File: src/rtl/easyaxi_rd_arb_pkg.sv
`default_nettype none
// ============================================================================
// Module   : easyaxi_rd_arb_pkg
// Purpose  : Shared EasyAXI bus widths/codes and read-arbiter master indexing.
// Revision : 1.0  initial release
// ============================================================================

`ifndef EASYAXI_DEFINE_SVH
`define EASYAXI_DEFINE_SVH
`define AXI_ID_W        4
`define AXI_ADDR_W      32
`define AXI_LEN_W       8
`define AXI_SIZE_W      3
`define AXI_BURST_W     2
`define AXI_DATA_W      32
`define AXI_RESP_W      2
`define AXI_BURST_FIXED 2'b00
`define AXI_BURST_INCR  2'b01
`define AXI_BURST_WRAP  2'b10
`define AXI_RESP_OKAY   2'b00
`define AXI_RESP_EXOKAY 2'b01
`define AXI_RESP_SLVERR 2'b10
`define AXI_RESP_DECERR 2'b11
`endif

package easyaxi_rd_arb_pkg;
    localparam int MST_NUM   = 2;
    localparam int MST_IDX_W = 1;

    typedef struct packed {
        logic [`AXI_ID_W-1:0]    id;
        logic [`AXI_ADDR_W-1:0]  addr;
        logic [`AXI_LEN_W-1:0]   len;
        logic [`AXI_SIZE_W-1:0]  size;
        logic [`AXI_BURST_W-1:0] burst;
    } ar_req_t;
endpackage

`default_nettype wire

File: src/rtl/easyaxi_rr_arb2.sv
`default_nettype none
// ============================================================================
// Module   : easyaxi_rr_arb2
// Purpose  : Two-way round-robin grant with a last-grant register.
// Revision : 1.0  initial release
// ============================================================================

module easyaxi_rr_arb2
    import easyaxi_rd_arb_pkg::*;
(
    input  logic               clk,
    input  logic               rst_n,
    input  logic [MST_NUM-1:0] elig,
    input  logic [MST_NUM-1:0] room,
    input  logic               upd_en,
    output logic [MST_NUM-1:0] grant
);

    logic r_last_grant;

    // A grant is an offer built from the other master's eligibility and this
    // master's own room only, so a ready never waits on its own valid.
    always_comb begin
        grant    = '0;
        grant[0] = room[0] & (~elig[1] | r_last_grant);
        grant[1] = room[1] & (~elig[0] | ~r_last_grant);
    end

    always_ff @(posedge clk or negedge rst_n) begin
        if (!rst_n) begin
            r_last_grant <= 1'b1;
        end else if (upd_en) begin
            if (elig[0] & grant[0]) begin
                r_last_grant <= 1'b0;
            end else if (elig[1] & grant[1]) begin
                r_last_grant <= 1'b1;
            end
        end
    end

endmodule

`default_nettype wire

File: src/rtl/easyaxi_rd_arb.sv
`default_nettype none
// ============================================================================
// Module   : easyaxi_rd_arb
// Purpose  : 2:1 AXI read arbiter with registered AR stage and ID-based R routing.
// Revision : 1.0  initial release
// ============================================================================

module easyaxi_rd_arb
    import easyaxi_rd_arb_pkg::*;
#(
    parameter int MAX_OST = 8
) (
    input  logic                    clk,
    input  logic                    rst_n,
    input  logic                    m0_arvalid,
    output logic                    m0_arready,
    input  logic [`AXI_ID_W-2:0]    m0_arid,
    input  logic [`AXI_ADDR_W-1:0]  m0_araddr,
    input  logic [`AXI_LEN_W-1:0]   m0_arlen,
    input  logic [`AXI_SIZE_W-1:0]  m0_arsize,
    input  logic [`AXI_BURST_W-1:0] m0_arburst,
    output logic                    m0_rvalid,
    input  logic                    m0_rready,
    output logic [`AXI_ID_W-2:0]    m0_rid,
    output logic [`AXI_DATA_W-1:0]  m0_rdata,
    output logic [`AXI_RESP_W-1:0]  m0_rresp,
    output logic                    m0_rlast,
    input  logic                    m1_arvalid,
    output logic                    m1_arready,
    input  logic [`AXI_ID_W-2:0]    m1_arid,
    input  logic [`AXI_ADDR_W-1:0]  m1_araddr,
    input  logic [`AXI_LEN_W-1:0]   m1_arlen,
    input  logic [`AXI_SIZE_W-1:0]  m1_arsize,
    input  logic [`AXI_BURST_W-1:0] m1_arburst,
    output logic                    m1_rvalid,
    input  logic                    m1_rready,
    output logic [`AXI_ID_W-2:0]    m1_rid,
    output logic [`AXI_DATA_W-1:0]  m1_rdata,
    output logic [`AXI_RESP_W-1:0]  m1_rresp,
    output logic                    m1_rlast,
    output logic                    s_arvalid,
    input  logic                    s_arready,
    output logic [`AXI_ID_W-1:0]    s_arid,
    output logic [`AXI_ADDR_W-1:0]  s_araddr,
    output logic [`AXI_LEN_W-1:0]   s_arlen,
    output logic [`AXI_SIZE_W-1:0]  s_arsize,
    output logic [`AXI_BURST_W-1:0] s_arburst,
    input  logic                    s_rvalid,
    output logic                    s_rready,
    input  logic [`AXI_ID_W-1:0]    s_rid,
    input  logic [`AXI_DATA_W-1:0]  s_rdata,
    input  logic [`AXI_RESP_W-1:0]  s_rresp,
    input  logic                    s_rlast,
    output logic                    ost_err
);

    localparam int                   OST_CNT_W = $clog2(MAX_OST + 1);
    localparam logic [OST_CNT_W-1:0] MAX_CNT   = OST_CNT_W'(MAX_OST);

    logic               r_s_arvalid;
    ar_req_t            r_s_ar;
    logic               r_ost_err;
    logic               w_load;
    logic               w_sel;
    logic [MST_NUM-1:0] w_room;
    logic [MST_NUM-1:0] w_elig;
    logic [MST_NUM-1:0] w_grant;
    logic [MST_NUM-1:0] w_inc;
    logic [MST_NUM-1:0] w_dec;
    logic [MST_NUM-1:0] w_unf;
    ar_req_t            w_m0_req;
    ar_req_t            w_m1_req;

    assign w_load = ~r_s_arvalid | s_arready;
    assign w_elig = {m1_arvalid, m0_arvalid} & w_room;

    easyaxi_rr_arb2 u_rr_arb2 (
        .clk    (clk),
        .rst_n  (rst_n),
        .elig   (w_elig),
        .room   (w_room),
        .upd_en (w_load),
        .grant  (w_grant)
    );

    assign m0_arready = w_load & w_grant[0];
    assign m1_arready = w_load & w_grant[1];
    assign w_inc      = {m1_arvalid & m1_arready, m0_arvalid & m0_arready};

    // The master index rides in the ID MSB so R beats can find their way home.
    assign w_m0_req = '{id: {MST_IDX_W'(0), m0_arid}, addr: m0_araddr,
                        len: m0_arlen, size: m0_arsize, burst: m0_arburst};
    assign w_m1_req = '{id: {MST_IDX_W'(1), m1_arid}, addr: m1_araddr,
                        len: m1_arlen, size: m1_arsize, burst: m1_arburst};

    always_ff @(posedge clk or negedge rst_n) begin
        if (!rst_n) begin
            r_s_arvalid <= 1'b0;
            r_s_ar      <= '0;
        end else if (w_load) begin
            r_s_arvalid <= |w_inc;
            if (w_inc[0]) begin
                r_s_ar <= w_m0_req;
            end else if (w_inc[1]) begin
                r_s_ar <= w_m1_req;
            end
        end
    end

    assign s_arvalid = r_s_arvalid;
    assign s_arid    = r_s_ar.id;
    assign s_araddr  = r_s_ar.addr;
    assign s_arlen   = r_s_ar.len;
    assign s_arsize  = r_s_ar.size;
    assign s_arburst = r_s_ar.burst;

    assign w_sel     = s_rid[`AXI_ID_W-1];
    assign m0_rvalid = s_rvalid & ~w_sel;
    assign m1_rvalid = s_rvalid & w_sel;
    assign s_rready  = w_sel ? m1_rready : m0_rready;
    assign m0_rid    = s_rid[`AXI_ID_W-2:0];
    assign m1_rid    = s_rid[`AXI_ID_W-2:0];
    assign m0_rdata  = s_rdata;
    assign m1_rdata  = s_rdata;
    assign m0_rresp  = s_rresp;
    assign m1_rresp  = s_rresp;
    assign m0_rlast  = s_rlast;
    assign m1_rlast  = s_rlast;
    assign w_dec     = {m1_rvalid & m1_rready & s_rlast, m0_rvalid & m0_rready & s_rlast};

    for (genvar n = 0; n < MST_NUM; n++) begin : g_ost
        logic [OST_CNT_W-1:0] r_cnt;

        always_ff @(posedge clk or negedge rst_n) begin
            if (!rst_n) begin
                r_cnt <= '0;
            end else if (w_inc[n] & ~w_dec[n]) begin
                r_cnt <= r_cnt + 1'b1;
            end else if (w_dec[n] & ~w_inc[n] & (r_cnt != '0)) begin
                r_cnt <= r_cnt - 1'b1;
            end
        end

        assign w_room[n] = r_cnt < MAX_CNT;
        assign w_unf[n]  = w_dec[n] & (r_cnt == '0);
    end

    always_ff @(posedge clk or negedge rst_n) begin
        if (!rst_n) begin
            r_ost_err <= 1'b0;
        end else if (|w_unf) begin
            r_ost_err <= 1'b1;
        end
    end

    assign ost_err = r_ost_err;

endmodule

`default_nettype wire

File: config.mk
export PLATFORM = sky130hd
export DESIGN_NAME = easyaxi_rd_arb
export DESIGN_NICKNAME = d
export VERILOG_FILES = /design/src/rtl/easyaxi_rd_arb_pkg.sv /design/src/rtl/easyaxi_rr_arb2.sv /design/src/rtl/easyaxi_rd_arb.sv
export SDC_FILE = /design/constraint.sdc
export NUM_CORES = 1
export LEC_CHECK = 0
export ABC_AREA = 1
export BUFFER_PORTS_ARGS = -buffer_cell sky130_fd_sc_hd__buf_2
export CORE_MARGIN = 5
export CORE_UTILIZATION = 40
export DETAILED_ROUTE_END_ITERATION = 6
export GPL_TIMING_DRIVEN = 0
export PLACE_DENSITY = 0.79
export RECOVER_POWER = 50
export SETUP_SLACK_MARGIN = 0.1
export SYNTH_ARGS = -nofsm -noshare
export SYNTH_HDL_FRONTEND = slang
export SYNTH_SLANG_ARGS = --single-unit
File: constraint.sdc
create_clock -name clk -period 2.6 [get_ports clk]
set_clock_uncertainty 0.15 [all_clocks]
set_input_delay 0.39 -clock clk [delete_from_list [all_inputs] [get_ports clk]]
set_output_delay 0.39 -clock clk [all_outputs]
set_load 0.005 [all_outputs]
== Word-level counts from Yosys, hierarchy flattened ==
Cells that the tools add are included.
Word-level totals
  input port bits: 143
  memories: 0
  output and inout port bits: 132
  latch bits: 0
  word-level logic and storage cells: 72
  register bits: 60
  memory bits (writable): 0
  memory bits (read-only): 0
Cells by class
  bitwise logic cells: 35
  equal/unequal tests: 0
  multipliers: 0
  mux-type cells: 9
  shift-type cells: 0
  magnitude comparators: 2
  add/subtract/negate cells: 4
  reductions and logical operators: 12
  div/mod/pow operators: 0
Operator list (count)
  49-bit 2-to-1 mux: 2
  1-bit AND: 22
  4-bit 2-to-1 mux: 4
  1-bit NOT: 9
  4-bit by 1-bit adder with 4-bit output (second input constant): 2
  4-bit logical NOT: 2
  4-bit < comparator (second input constant): 2
  2-bit nonzero test: 4
  4-bit nonzero test: 2
  4-bit by 1-bit subtractor with 4-bit output (second input constant): 2
  2-bit AND reduction: 2
  2-bit OR reduction: 2
  1-bit 2-to-1 mux: 3
  1-bit OR: 3
  2-bit AND: 1

== Depth between registers and ports, before layout ==
Gate-level depths: netlist (run 1).
  depth after elaboration: 12
  depth in mapped cells: 13

== Modules after synthesis ==
A second synthesis (run 1) with hierarchy kept.
Second synthesis, totals
  cell total of the unflattened synthesis: 460
  area, all modules: 3613.5 µm²
Modules (own cells, without submodules)
  easyaxi_rd_arb: times used 1, area an instance 3535.9 µm², sequential area each 1476.4 µm², cells each 448
  easyaxi_rr_arb2: times used 1, area an instance 77.6 µm², sequential area each 26.3 µm², cells each 12

== Worst setup path before layout (run 1) ==
No wires, ideal clock.
  kind: reg-to-reg
  start point: register u_rr_arb2.r_last_grant
  end point: register g_ost[0].r_cnt[3]
  data required time: 2.332 ns
  slack: 0.640 ns
  stages on the path, launching flop included: 13
  path buffers: 0
  data arrival time: 1.692 ns
  library setup time: 0.118 ns
  path through: dfstp_2 inv_1 nand3_2 nand3_1 ha_1 nand2_1 nand2_1 nor2_1 inv_1 nand2_1 nand2_1 nand2_1 nand2_1
Between the ends
  cells in the longest elaborated chain, start to end: 8
RTL lines
  from (decl): RTL line easyaxi_rr_arb2.sv:19  | logic r_last_grant;
  from (signal assigned): RTL line easyaxi_rr_arb2.sv:31  | r_last_grant <= 1'b1;
  from (signal assigned): RTL line easyaxi_rr_arb2.sv:34  | r_last_grant <= 1'b0;
  from (signal assigned): RTL line easyaxi_rr_arb2.sv:36  | r_last_grant <= 1'b1;
  1-bit OR (*): RTL line easyaxi_rr_arb2.sv:25  | grant[0] = room[0] & (~elig[1] | r_last_grant);
  1-bit AND (*): RTL line easyaxi_rr_arb2.sv:25
  1-bit AND (*): RTL line easyaxi_rd_arb.sv:86  | assign m0_arready = w_load & w_grant[0];
  1-bit AND (*): RTL line easyaxi_rd_arb.sv:88  | assign w_inc = {m1_arvalid & m1_arready, m0_arvalid & m0_arready};
  1-bit NOT: RTL line easyaxi_rd_arb.sv:139  | end else if (w_dec[n] & ~w_inc[n] & (r_cnt != '0)) begin
  1-bit AND (2 in series): RTL line easyaxi_rd_arb.sv:139
  2-bit nonzero test (no source line)
  to (signal assigned): RTL line easyaxi_rd_arb.sv:138  | r_cnt <= r_cnt + 1'b1;
  to (signal assigned): RTL line easyaxi_rd_arb.sv:140  | r_cnt <= r_cnt - 1'b1;
  to (decl): RTL line easyaxi_rd_arb.sv:132  | logic [OST_CNT_W-1:0] r_cnt;
Mark *: on every way between the ends. The rest lies on a longest branch, timed or not.
A chain may end at the register's enable or synchronous reset.

== Worst setup path in the final report (run 1) ==
  start point: register g_ost[0].r_cnt[3]
  end point: register g_ost[0].r_cnt[3]
Between the ends
  cells in the longest elaborated chain, start to end: 8
RTL lines
  4-bit < comparator: RTL line easyaxi_rd_arb.sv:144  | assign w_room[n] = r_cnt < MAX_CNT;
  1-bit AND: RTL line easyaxi_rr_arb2.sv:25
  1-bit AND: RTL line easyaxi_rd_arb.sv:86
  1-bit AND: RTL line easyaxi_rd_arb.sv:88
  1-bit NOT: RTL line easyaxi_rd_arb.sv:139
  1-bit AND (2 in series): RTL line easyaxi_rd_arb.sv:139
  2-bit nonzero test (no source line)
Several ways; a longest one is shown, not always the timed one. The select of a mux whose other input is x is not followed.

==> flow_summary.yaml, run 1 <==
status:
  outcome: "complete, but fails checks"
  violations: "max-capacitance violations, max-slew violations"
logic_synthesis:
  ys_warn_count: 0
  synth-xor-area-share_pct: 0.464
  avgSynthCellArea_um2: 7.57
  synth_cell_types: 28
  synth_top_area_share_pct: 39.2
  synth_top_family_by_area: "buffers and inverters"
  synth.area.mux_share_pct: 0
  yosysSeqAreaShare_pct: 39.8
  syn-num-nets: 647
  syn-instance-count: 498
  yosys.area_share.adder_pct: 2.39
  synth_seq_cells: 60
  synth-compound-area-share_pct: 13.7
  yosys.area.top_type: "dfrtp_1"
  ys_top_cells_by_area: "dfrtp_1 39%, buf_4 15%, nand2_1 13%"
  synth_area_um2: 3770
  yosys.area_share.simple_pct: 18.1
cells_and_area:
  finalNetCount: 895
  mostFrequentLayoutCell: "buf_2"
  final_cells: 861
  final_cell_mix: "222 x buf_2, 135 x nand2_1, 72 x o21ai_1, 63 x inv_1, 59 x dfrtp_1"
  synthToLayoutAreaGrowth_pct: 39.0
  antenna_cells: 0
  drive_gt1_share_pct: 44.8
pwr:
  pwr-share-comb_pct: 50.4
  p_leak_nw: 3.14
  seqPwrFrac_pct: 34.7
  power_density_nw_per_um2: 943
  switching_power_mw: 2.05
  swShare_pct: 41.5
  ir_drop_mv: 0.447
  power_frac_clock_pct: 14.8
  internal-power_mw: 2.89
global_routing:
  gr-usage-all-layers_pct: 20.1
  antenna_found_initial: 0
  grt_overflow_total: 0
  grt_pass1_wl_um: 18600
  grt_pass1_vias: 4022
  grt_max_degree: 61
routing:
  avgViaCountPerCell: 4.63
  first_pass_iters: 4
  finalWirelength_um: 12000
  post-route-drc-count: 0
  vias: 3987
  post_drt_wl_per_cell_um: 14.0
  drtIter0Drc: 118
  ant_nets: 0
place:
  gp_congestion: 0.857
  dp_cells: 846
  post-place-ws_ns: 0.377
  port_buffers: 237
  hpwl_um: 9910
sta:
  hold_viol_final: 0
  maxSlewHeadroom_pct: -0.812
  worstMarginPinSlew_ns: 1.51
  setup_tns_ns: 0
  period_needed_ns: 2.22
  period_share_pct: 85.4
  max_freq_ghz: 0.451
  slew_violations: 61
  rsz0062_at_grt: "false"
  setup_ws_ns: 0.380
  setup_viol: 0
critical_path:
  cp_max_fo: 8
  end_kind: "register"
  crit_type: "reg -> reg"
  cp-start-kind: "register"
  required_ns: 2.66
  cp.arrival_ns: 2.28
clocking:
  insertion_delay_ns: 0.32
  cts_buffers: 9
  cts_tree: "built"
  path_clk_slew_ns: 0.06
  cts_resized: 0
  cts_buffer_depth: 2
  htree_levels: 3
  clock-sinks: 60
  postCtsSetupRepairBufs: 0
  clockRootBuffer: "clkbuf_8"
  holdBufCountCts: 0
floorplan:
  dieWidth_um: 107
  dieArea_um2: 11500
  fp.dieH_um: 107
  rows: 35
  ios: 275
  start_util_pct: 41.0
  core_area_um2: 9200
job:
  drv_cap: 1
worst_hold_path:
  hold_class: "in -> reg"
[power groups by stage]
stage / registers (mW) / clock network (mW) / logic, mW
detailed placement: 1.72 / 0 / 2.54
finish: 1.72 / 0.734 / 2.49
floorplan: 1.72 / 0 / 1.48
global route: 1.78 / 0.795 / 2.84
global placement: 1.70 / 0 / 2.45
CTS: 1.71 / 0.757 / 2.55
[metrics by stage]
step                      cell area (µm²)  power, mW  hold slack [ns]  util, %
after global placement               5100       4.14            0.314     55.4
final                                5240       4.94            0.188     57.0
after global routing                 5240       5.42            0.176     57.0
after CTS                            5270       5.02            0.168     57.3
after detailed placement             5100       4.26            0.323     55.4
after floorplan                      3770       3.20          -0.0556        -
[final cells by class]
type / count / area [µm²]
fill: 865 / 3960
sequential: 60 / 1500
multi-input combinational: 276 / 1310
timing repair buffer: 237 / 1160
buffer: 96 / 711
inverter: 66 / 250
clock buffer: 13 / 159
tap: 111 / 139
clock inverter: 2 / 10.0
[worst max-delay path: stages, from the launching register on]
cell and delay (ns):
dfrtp_1 0.38, inv_2 0.11, nand2_2 0.08, nor2_4 0.14, nand3_1 0.27, ha_1 0.43, nand2_1 0.08, nand2_1 0.04
nor2_1 0.15, inv_1 0.06, nand2_1 0.06, nand2_1 0.05, nand2_1 0.05, nand2_1 0.05
[logic make-up (layout without fill, tap and decap cells)]
kind of cell / after synthesis / in the layout
compound gates: 103 / 103
buf+inv: 162 / 414
fa+ha+maj: 6 / 6
flops: 60 / 60
xor+xnor: 2 / 2
simple gates: 165 / 165
[metal layers]
metal	up-vias	track usage, %	share of wire (%)
li1	1969	-	-
met1	1825	22.3	37
met2	168	36.7	53
met3	25	6.08	7.5
met4	0	6.03	2.4
met5	-	0	0
[sequential cells by signal, indices dropped and copies added (netlist names)]
name and count:
s_araddr 32, g_ost.r_cnt 8, s_arlen 8, s_arid 4
s_arsize 3, s_arburst 2, ost_err 1, s_arvalid 1
u_rr_arb2.r_last_grant 1
[final timing paths]
check / end / slack, ns / cells past startpoint / startpoint
worst max register to register: g_ost[0].r_cnt[3]$_DFFE_PN0P_ / 0.38 / 13 / g_ost[0].r_cnt[3]$_DFFE_PN0P_
max in group asynchronous: s_araddr[8]$_DFFE_PN0P_ / 1.11 / 1 / rst_n
worst min-delay path: s_araddr[27]$_DFFE_PN0P_ / 0.19 / 3 / m0_araddr[27]
min in group asynchronous: g_ost[1].r_cnt[2]$_DFFE_PN0P_ / 0.26 / 1 / rst_n
worst max-delay path: g_ost[0].r_cnt[3]$_DFFE_PN0P_ / 0.38 / 13 / g_ost[0].r_cnt[3]$_DFFE_PN0P_
worst min register to register: ost_err$_DFFE_PN0P_ / 0.33 / 2 / ost_err$_DFFE_PN0P_
[synth_stat cells (all sizes together)]
master,count
nand3,12
o21ai,101
nor2,11
dfstp,1
nand2,139
a21oi,1
a31oi,1
ha,4
xor2,2
nand3b,1
nand4,2
buf,89
fa,2
inv,66
dfrtp,59
clkbuf,7
No activity file was read; power rests on OpenSTA's default activity.
==> inputs of run 2 (changes only) <==
--- a/config.mk
+++ b/config.mk
@@ -6,12 +6,11 @@
 export NUM_CORES = 1
 export LEC_CHECK = 0
 export ABC_AREA = 1
-export BUFFER_PORTS_ARGS = -buffer_cell sky130_fd_sc_hd__buf_2
 export CORE_MARGIN = 5
 export CORE_UTILIZATION = 40
 export DETAILED_ROUTE_END_ITERATION = 6
+export DONT_BUFFER_PORTS = 1
 export GPL_TIMING_DRIVEN = 0
-export PLACE_DENSITY = 0.79
 export RECOVER_POWER = 50
 export SETUP_SLACK_MARGIN = 0.1
 export SYNTH_ARGS = -nofsm -noshare
==> constraint.sdc (replaced) <==
create_clock -name clk -period 2.6 [get_ports clk]
set_clock_uncertainty 0.15 [all_clocks]
set_input_delay 0 -clock clk [delete_from_list [all_inputs] [get_ports clk]]
set_output_delay 0 -clock clk [all_outputs]
set_load 0.005 [all_outputs]
==> run 2 against run 1 <==
Synthesized cell count is the same; the run now fails in clock tree synthesis (4_1_cts); area after synthesis is the same.
==> flow_summary.yaml, run 2 <==
logic_synthesis:
  synthTopCellsByCount: "135 x nand2_1, 76 x buf_4, 72 x o21ai_1"
  synth-xor-area-share_pct: 0.464
  synth_seq_cells: 60
  synth_flop_cell: "dfrtp_1"
  synth-compound-area-share_pct: 13.7
  yosys.area.top_type: "dfrtp_1"
  synth_area_um2: 3770
  yosys.area_share.simple_pct: 18.1
  syn-num-nets: 647
  avgSynthCellArea_um2: 7.57
  synth_cell_types: 28
  yosysSeqAreaShare_pct: 39.8
  yosys.area_share.adder_pct: 2.39
  syn-instance-count: 498
  synth_top_area_share_pct: 39.2
  synth_edf_count: 0
  post-synth-top-count-cell: "nand2_1"
  synth.area.mux_share_pct: 0
  ys_top_cells_by_area: "dfrtp_1 39%, buf_4 15%, nand2_1 13%"
  synth_top_family_by_area: "buffers and inverters"
  ys_warn_count: 0
  synth-async-reset-ratio_pct: 100
clocking:
  htree_levels: 3
  cts_buffers: 9
  postCtsSetupRepairBufs: 0
  clock-sinks: 60
  cts_resized: 0
  holdBufCountCts: 126
  cts_buffer_depth: 2
  clockRootBuffer: "clkbuf_8"
floorplan:
  dieWidth_um: 107
  ios: 275
  fp.dieH_um: 107
  start_util_pct: 41.0
  rows: 35
place:
  port_buffers: 0
  hpwl_um: 8450
  gp_congestion: 0.786
status:
  haltStage: "clock tree synthesis (4_1_cts)"
  outcome: "did not finish"
  tool.error: "[ERROR RSZ-0060] Max buffer count reached."
-- run 2: cell counts after synthesis --
Identical to the previous run, type by type.
-- run 2: cells by family after synthesis --
kind of cell	Yosys count
AND/OR/NAND/NOR	165
buffers and inverters	162
AO/OA/AOI/OAI	103
flip-flops	60
adder cells (fa/ha/maj)	6
XOR/XNOR	2
-- run 2: through the flow --
stage | instances | hold slack (ns) | instance area, µm² | setup WS (ns) | utilization, %
2_1_floorplan | 498 | -0.446 | 3770 | 0.640 | -
3_3_place_gp | 609 | -0.444 | 3910 | 0.444 | 42.5
3_5_place_dp | 609 | -0.444 | 3910 | 0.377 | 42.5
==> inputs of run 3 (changes only) <==
--- a/config.mk
+++ b/config.mk
@@ -7,12 +7,12 @@
 export LEC_CHECK = 0
 export ABC_AREA = 1
 export CORE_MARGIN = 5
-export CORE_UTILIZATION = 40
+export CORE_UTILIZATION = 25
 export DETAILED_ROUTE_END_ITERATION = 6
 export DONT_BUFFER_PORTS = 1
 export GPL_TIMING_DRIVEN = 0
+export PLACE_DENSITY_LB_ADDON = 0.15
 export RECOVER_POWER = 50
-export SETUP_SLACK_MARGIN = 0.1
 export SYNTH_ARGS = -nofsm -noshare
 export SYNTH_HDL_FRONTEND = slang
 export SYNTH_SLANG_ARGS = --single-unit
==> run 3 against run 2 <==
The flow again stops in clock tree synthesis (4_1_cts); synthesized cell count unchanged; area after synthesis stayed put.
==> flow_summary.yaml, run 3 <==
status:
  outcome: "did not finish"
  haltStage: "clock tree synthesis (4_1_cts)"
  tool.error: "[ERROR RSZ-0060] Max buffer count reached."
logic_synthesis:
  synth_cell_types: 28
  synth-async-reset-ratio_pct: 100
  syn-instance-count: 498
  synth_area_um2: 3770
  yosys.area.top_type: "dfrtp_1"
  ys_top_cells_by_area: "dfrtp_1 39%, buf_4 15%, nand2_1 13%"
  synth_flop_cell: "dfrtp_1"
  post-synth-top-count-cell: "nand2_1"
  avgSynthCellArea_um2: 7.57
  synth_edf_count: 0
  ys_warn_count: 0
  syn-num-nets: 647
  synth_top_area_share_pct: 39.2
  yosysSeqAreaShare_pct: 39.8
  synthTopCellsByCount: "135 x nand2_1, 76 x buf_4, 72 x o21ai_1"
  synth_seq_cells: 60
clocking:
  htree_levels: 3
  cts_buffers: 9
  holdBufCountCts: 140
  postCtsSetupRepairBufs: 0
  clock-sinks: 60
  clockRootBuffer: "clkbuf_16"
  cts_buffer_depth: 2
  cts_resized: 0
place:
  hpwl_um: 9640
  gp_congestion: 0.732
  post-place-ws_ns: 0.393
  port_buffers: 0
floorplan:
  start_util_pct: 25.8
  ios: 275
  dieWidth_um: 133
  fp.dieH_um: 133
  rows: 44
[run 3: cell counts after synthesis]
No cell type changed its count.
[run 3: logic make-up after synthesis]
kind of cell	count (synthesis)	synth area share, %
simple gates	165	18.1
buf+inv	162	25.5
fa+ha+maj	6	2.39
xor+xnor	2	0.465
flops	60	39.8
compound gates	103	13.7
[run 3: metrics by stage]
step | hold WS [ns] | std cells | instance area (µm²) | utilization (%)
3_3_place_gp | -0.444 | 682 | 4000 | 27.3
2_1_floorplan | -0.446 | 498 | 3770 | -
3_5_place_dp | -0.444 | 682 | 4000 | 27.3
